--- src/rtl/disparo_inimigo_pkg.sv ---
// Shared game-level definitions for the entities layer (package pkg_jogo):
// screen size, enemy-shot FSM encoding, default life count and a small
// helper that computes the horizontal center of a sprite.
package pkg_jogo;

    localparam int LARGURA_TELA     = 640;
    localparam int ALTURA_TELA      = 480;
    localparam int VIDAS_INI_PADRAO = 3;

    typedef enum logic [1:0] {
        ESPERA = 2'd0,
        ATIVA  = 2'd1,
        ACERTO = 2'd2,
        FIM    = 2'd3
    } estado_t;

    // Horizontal center of a sprite: left edge plus half its width, 10-bit truncated.
    function automatic logic [9:0] centro(input logic [9:0] pos, input logic [9:0] tam);
        return pos + {1'b0, tam[9:1]};
    endfunction

endpackage

--- src/rtl/disparo_inimigo_divisor_tick.sv ---
// Movement-step divider: counts 0..TICK_DIV-1 and flags the last count as
// a one-cycle tick. The count freezes while pausa is high and restarts on
// either the async reset or the synchronous restart.
module divisor_tick #(
    parameter int TICK_DIV = 250000
) (
    input  logic clk,
    input  logic rst_n,
    input  logic srst,
    input  logic pausa,
    output logic tick
);

    localparam int            CW     = (TICK_DIV > 1) ? $clog2(TICK_DIV) : 1;
    localparam logic [CW-1:0] ULTIMO = CW'(TICK_DIV - 1);

    logic [CW-1:0] cnt_q;
    logic [CW-1:0] cnt_d;

    // Next count: hold while paused, wrap after the last value.
    always_comb begin
        cnt_d = cnt_q;
        if (pausa) begin
            cnt_d = cnt_q;
        end else if (cnt_q == ULTIMO) begin
            cnt_d = '0;
        end else begin
            cnt_d = cnt_q + CW'(1);
        end
    end

    // Counter register with async reset and synchronous restart.
    always_ff @(posedge clk or negedge rst_n) begin
        if (!rst_n) begin
            cnt_q <= '0;
        end else if (srst) begin
            cnt_q <= '0;
        end else begin
            cnt_q <= cnt_d;
        end
    end

    assign tick = (cnt_q == ULTIMO);

endmodule

--- src/rtl/disparo_inimigo.sv ---
// Enemy projectile: spawns under the enemy after a cooldown, falls toward
// the player ship, detects hits and tracks the player's lives.
// Optional macro MIRA_EN: the ball also drifts 1 px per step toward the
// ship's center as latched at launch.
module disparo_inimigo
    import pkg_jogo::*;
#(
    parameter int TICK_DIV  = 250000,
    parameter int PASSO     = 2,
    parameter int COOLDOWN  = 100,
    parameter int RAIO      = 5,
    parameter int Y_LIMITE  = ALTURA_TELA,
    parameter int VIDAS_INI = VIDAS_INI_PADRAO
) (
    input  logic       CLOCK_50,
    input  logic       reset,
    input  logic       pausa,
    input  logic       reiniciarJogo,
    input  logic       inimigo_vivo,
    input  logic [9:0] x_inimigo,
    input  logic [9:0] y_inimigo,
    input  logic [9:0] largura_inimigo,
    input  logic [9:0] altura_inimigo,
    input  logic [9:0] x_nave,
    input  logic [9:0] y_nave,
    input  logic [9:0] largura_nave,
    input  logic [9:0] altura_nave,
    output logic [9:0] x_bola_inimiga,
    output logic [9:0] y_bola_inimiga,
    output logic [9:0] raio_bola_inimiga,
    output logic       bola_ativa,
    output logic       nave_atingida,
    output logic [1:0] vidas,
    output logic       fim_de_jogo
);

    localparam int             CDW      = $clog2(COOLDOWN + 2);
    localparam logic [CDW-1:0] CD_MAX   = CDW'(COOLDOWN);
    localparam logic [1:0]     VIDAS_RST = 2'(VIDAS_INI);

    estado_t        estado_q, estado_d;
    logic [CDW-1:0] cd_q, cd_d;
    logic [9:0]     x_q, x_d;
    logic [9:0]     y_q, y_d;
    logic           ativa_q, ativa_d;
    logic           hit_q, hit_d;
    logic [1:0]     vidas_q, vidas_d;
    logic           fim_q, fim_d;
`ifdef MIRA_EN
    logic [9:0]     alvo_q, alvo_d;
`endif

    logic           tick_s;
    logic           colisao_s;
    logic [10:0]    y_passo_s;

    divisor_tick #(
        .TICK_DIV (TICK_DIV)
    ) u_divisor (
        .clk   (CLOCK_50),
        .rst_n (reset),
        .srst  (reiniciarJogo),
        .pausa (pausa),
        .tick  (tick_s)
    );

    // Overlap test on 11-bit values so edge sums never wrap.
    always_comb begin
        colisao_s = ({1'b0, x_q} >= {1'b0, x_nave})
                 && ({1'b0, x_q} <  ({1'b0, x_nave} + {1'b0, largura_nave}))
                 && (({1'b0, y_q} + 11'(RAIO)) >= {1'b0, y_nave})
                 && ({1'b0, y_q} <  ({1'b0, y_nave} + {1'b0, altura_nave}));
        y_passo_s = {1'b0, y_q} + 11'(PASSO);
    end

    // Next-state, coordinate and lives logic; everything holds while paused.
    always_comb begin
        estado_d = estado_q;
        cd_d     = cd_q;
        x_d      = x_q;
        y_d      = y_q;
        ativa_d  = ativa_q;
        hit_d    = 1'b0;
        vidas_d  = vidas_q;
        fim_d    = fim_q;
`ifdef MIRA_EN
        alvo_d   = alvo_q;
`endif
        if (!pausa) begin
            case (estado_q)
                ESPERA: begin
                    if (tick_s) begin
                        if (cd_q < CD_MAX) begin
                            cd_d = cd_q + CDW'(1);
                        end else if (inimigo_vivo) begin
                            x_d      = centro(x_inimigo, largura_inimigo);
                            y_d      = y_inimigo + altura_inimigo;
                            ativa_d  = 1'b1;
                            cd_d     = '0;
                            estado_d = ATIVA;
`ifdef MIRA_EN
                            alvo_d   = centro(x_nave, largura_nave);
`endif
                        end else begin
                            cd_d = CD_MAX;
                        end
                    end else begin
                        cd_d = cd_q;
                    end
                end
                ATIVA: begin
                    // A hit takes priority over leaving the screen.
                    if (colisao_s) begin
                        estado_d = ACERTO;
                        ativa_d  = 1'b0;
                        x_d      = 10'd0;
                        y_d      = 10'd0;
                    end else if (tick_s) begin
                        if (y_passo_s >= 11'(Y_LIMITE)) begin
                            estado_d = ESPERA;
                            ativa_d  = 1'b0;
                            x_d      = 10'd0;
                            y_d      = 10'd0;
                            cd_d     = '0;
                        end else begin
                            y_d = y_passo_s[9:0];
`ifdef MIRA_EN
                            if (x_q < alvo_q) begin
                                x_d = x_q + 10'd1;
                            end else if (x_q > alvo_q) begin
                                x_d = x_q - 10'd1;
                            end else begin
                                x_d = x_q;
                            end
`endif
                        end
                    end else begin
                        y_d = y_q;
                    end
                end
                ACERTO: begin
                    hit_d   = 1'b1;
                    vidas_d = vidas_q - 2'd1;
                    if (vidas_q == 2'd1) begin
                        estado_d = FIM;
                        fim_d    = 1'b1;
                    end else begin
                        estado_d = ESPERA;
                        cd_d     = '0;
                    end
                end
                FIM: begin
                    ativa_d = 1'b0;
                end
                default: begin
                    estado_d = ESPERA;
                end
            endcase
        end else begin
            hit_d = 1'b0;
        end
    end

    // State and output registers: async reset, restart has top sync priority.
    always_ff @(posedge CLOCK_50 or negedge reset) begin
        if (!reset) begin
            estado_q <= ESPERA;
            cd_q     <= '0;
            x_q      <= 10'd0;
            y_q      <= 10'd0;
            ativa_q  <= 1'b0;
            hit_q    <= 1'b0;
            vidas_q  <= VIDAS_RST;
            fim_q    <= 1'b0;
`ifdef MIRA_EN
            alvo_q   <= 10'd0;
`endif
        end else if (reiniciarJogo) begin
            estado_q <= ESPERA;
            cd_q     <= '0;
            x_q      <= 10'd0;
            y_q      <= 10'd0;
            ativa_q  <= 1'b0;
            hit_q    <= 1'b0;
            vidas_q  <= VIDAS_RST;
            fim_q    <= 1'b0;
`ifdef MIRA_EN
            alvo_q   <= 10'd0;
`endif
        end else begin
            estado_q <= estado_d;
            cd_q     <= cd_d;
            x_q      <= x_d;
            y_q      <= y_d;
            ativa_q  <= ativa_d;
            hit_q    <= hit_d;
            vidas_q  <= vidas_d;
            fim_q    <= fim_d;
`ifdef MIRA_EN
            alvo_q   <= alvo_d;
`endif
        end
    end

    assign x_bola_inimiga    = x_q;
    assign y_bola_inimiga    = y_q;
    assign raio_bola_inimiga = 10'(RAIO);
    assign bola_ativa        = ativa_q;
    assign nave_atingida     = hit_q;
    assign vidas             = vidas_q;
    assign fim_de_jogo       = fim_q;

endmodule

--- config.mk ---
export PLATFORM = sky130hd
export DESIGN_NAME = disparo_inimigo
export DESIGN_NICKNAME = d
export VERILOG_FILES = /design/src/rtl/disparo_inimigo_pkg.sv /design/src/rtl/disparo_inimigo_divisor_tick.sv /design/src/rtl/disparo_inimigo.sv
export SDC_FILE = /design/constraint.sdc
export NUM_CORES = 1
export LEC_CHECK = 0
export ABC_CLOCK_PERIOD_IN_PS = 5600
export BUFFER_PORTS_ARGS = -buffer_cell sky130_fd_sc_hd__buf_4
export CAP_MARGIN = 15
export CORE_MARGIN = 2
export CORE_UTILIZATION = 62
export CTS_BUF_LIST = sky130_fd_sc_hd__clkbuf_8
export CTS_CLUSTER_SIZE = 14
export DETAILED_ROUTE_END_ITERATION = 7
export GPL_TIMING_DRIVEN = 0
export MAX_ROUTING_LAYER = met4
export PLACE_DENSITY = 0.95
export SKIP_LAST_GASP = 1
export SLEW_MARGIN = 5
export SYNTH_ARGS = -nofsm -noshare
export SYNTH_HDL_FRONTEND = slang
export SYNTH_SLANG_ARGS = --single-unit
--- constraint.sdc ---
create_clock -name CLOCK_50 -period 5.6 [get_ports CLOCK_50]
set_input_delay 0 -clock CLOCK_50 [delete_from_list [all_inputs] [get_ports CLOCK_50]]
set_output_delay 0 -clock CLOCK_50 [all_outputs]
set_load 0.03 [all_outputs]
==> impl_metrics.json <==
{
  "clkTransAtPathRegs_ns": 0.09,
  "syn_avg_cell_area_um2": 8.46,
  "cts_setup_buffers": 0,
  "combPwrFrac": 0.493,
  "die_area_um2": 9580,
  "drv_slew": 0,
  "max_freq_mhz": 239,
  "p_sw_mw": 0.567,
  "wl_per_cell_um": 16.2,
  "nFillCells": 587,
  "synthTopCellsByArea": "dfrtp_1 (23%), ha_1 (20%), a21oi_1 (5.5%), xnor2_1 (4.6%), o21ai_0 (3.7%)",
  "seqPwrFrac": 0.338,
  "drive_gt1_frac": 0.187,
  "reg2regPathDepth": 13,
  "grt-ovfl-total": 0,
  "synth.most_common_cell": "ha_1",
  "rows": 34,
  "holdPathStages": 4,
  "synth_cells": 646,
  "vias": 5489,
  "ys_seq_area_frac": 0.239,
  "hpwl_um": 11300,
  "synth_edf_count": 0,
  "synth_compound_gate_area_share": 0.237,
  "yosysTopAreaCell": "dfrtp_1",
  "via_per_inst": 6.24,
  "nNetsFinal": 947,
  "p_int_mw": 0.796,
  "hp-class": "input pin to flop",
  "syn-cell-area_um2": 5470,
  "yosys.area_share.simple": 0.166,
  "grt_usage": 0.302,
  "cellPowerDensity_nw_per_um2": 208,
  "rsz0062_at_grt": "no",
  "cts.sinks": 52,
  "grt_max_degree": 53,
  "die_w_um": 97.9,
  "cts_buffers": 5,
  "synth-xor-area-share": 0.0801,
  "yosysTopAreaCellShare": 0.229,
  "finalSetupTns_ns": 0,
  "grt_pass1_wl_um": 24000,
  "antenna_found_initial": 0,
  "htreeDepth": 2,
  "worst_ep_arrival_time_ns": 4.39,
  "relSlewSlack": 0.553,
  "critPathMaxFanout": 8,
  "leakagePower_nw": 3.26,
  "status": "completed",
  "area_growth_pct": 20.0,
  "cts_resized": 0,
  "synthTopCellsByCount": "ha_1 (87), a21oi_1 (60), dfrtp_1 (50)",
  "diodes": 0,
  "dr.pass1.iters": 5,
  "whs_ns": 0.0611,
  "drv_cap": 0,
  "ys_types": 72,
  "cts_hold_buf": 2,
  "ys.warnings.count": 0,
  "synth-seq-cells": 52,
  "setup_ws_ns": 1.41,
  "routed_wl_um": 14300,
  "skew_ns": 0.0183,
  "fp.coreArea_um2": 8640,
  "clockBufferDepth": 2,
  "clock_power_share": 0.169,
  "drt_iter0_markers": 433,
  "drc": 0,
  "synthAdderAreaFrac": 0.214,
  "pin_count": 120,
  "pre_cts_slack_ns": 1.17,
  "ys.flop_type": "dfrtp_1",
  "grt_pass1_vias": 5437,
  "vdd_drop_max_mv": 0.179,
  "place.gp.congestion": 0.926,
  "fin_crit_ns": 4.19,
  "start_util": 0.633,
  "synth.area.mux_share": 0.00572,
  "period_share": 0.749,
  "path_class": "input pin to flop",
  "synth_top_family_by_area": "compound AO/OA/AOI/OAI gates",
  "critical_path_required_ns": 5.79,
  "hold_viol_final": 0,
  "p_sw_frac": 0.416,
  "clkLatencyLatePin_ns": 0.32,
  "die_h_um": 97.9,
  "port_buffers": 108,
  "tightest_slew_ns": 0.671,
  "start_kind": "input pin",
  "root_buffer": "clkbuf_8",
  "crit_path_end_kind": "flop",
  "ys_async_sr_fraction": 1.00,
  "final_antenna_net_count": 0,
  "setup_viol": 0,
  "cts_tree": "built"
}
stage by stage:
stage                     utilization  std cells  total power [mW]  instance area (um^2)
after floorplan                     -        654             0.904                  5500
after global placement          0.746        870              1.09                  6440
after detailed placement        0.746        870              1.13                  6440
after CTS                       0.759        880              1.35                  6560
after global routing            0.759        880              1.45                  6560
final                           0.759        880              1.36                  6560
worst paths after layout:
kind / from / end / slack, ns
worst max-delay path: x_nave[0] / cd_q[0] / 1.41
worst min-delay path: y_inimigo[9] / y_bola_inimiga[9] / 0.06
worst max register to register: y_bola_inimiga[1] / y_bola_inimiga[8] / 1.74
min in group asynchronous: reset / u_divisor.cnt_q[15] / 0.26
max in group asynchronous: reset / estado_q[0] / 4.89
worst min register to register: vidas[1] / vidas[1] / 0.55
logic make-up after synthesis:
group,count (synthesis)
other cells,2
xor+xnor,50
fa+ha+maj,91
mux,3
compound gates,194
buf+inv,73
flops,52
simple gates,181
worst max-delay path, cell delays in order:
cell and delay [ns]:
buf_4 0.12, ha_1 0.22, fa_1 0.41, a21oi_1 0.19, o211ai_1 0.18, o21ai_0 0.27
nand2b_1 0.09, a21oi_1 0.17, xor2_1 0.20, ha_1 0.27, nand4_1 0.10, nor2_1 0.07
and3_1 0.17, o32a_1 0.41, a2111oi_4 0.64, a221o_1 0.37, o21a_4 0.20, mux2_1 0.32
area by class of cell:
class	count	area, um^2	area share
sequential	52	1300	0.199
buffer	27	144	0.0219
inverter	46	173	0.0263
multi-input combinational	529	3870	0.591
clock inverter	2	12.5	0.00191
tap	108	135	0.0206
timing repair buffer	110	831	0.127
clock buffer	6	82.6	0.0126
metal layers:
layer	share of wire	global-route usage	vias up	wire (um)
met5	0	-	-	0
met3	0.070	0.0322	39	1010
met4	0.026	0.100	0	378
met2	0.51	0.536	246	7230
met1	0.40	0.357	2612	5660
li1	-	-	2592	-
layout by cell type (no fill, tap or decap), drive strengths merged, types with 8 or more instances in the layout:
cell type and n:
buf 124, ha 87, a21oi 60, dfrtp 50, inv 47, nor2 47
nand2 46, o21ai 41, xnor2 29, nand3 23, xor2 21, a21o 17
clkbuf 17, o41ai 13, conb 10, and3 10, nor3 9, o211ai 8
nand2b 8
sequential cells by signal, summed over array words and instances, names as in the netlist:
signal,flops
estado_q,2
x_bola_inimiga,10
y_bola_inimiga,10
bola_ativa,1
fim_de_jogo,1
nave_atingida,1
u_divisor.cnt_q,18
cd_q,7
vidas,2
power by group through the flow:
stage                     registers (mW)  logic [mW]  clock network (mW)
final                              0.461       0.672               0.230
after global routing               0.467       0.740               0.239
after CTS                          0.459       0.664               0.227
after detailed placement           0.467       0.659                   0
after global placement             0.465       0.624                   0
after floorplan                    0.506       0.398                   0
Power figures use the tool's default switching activity.
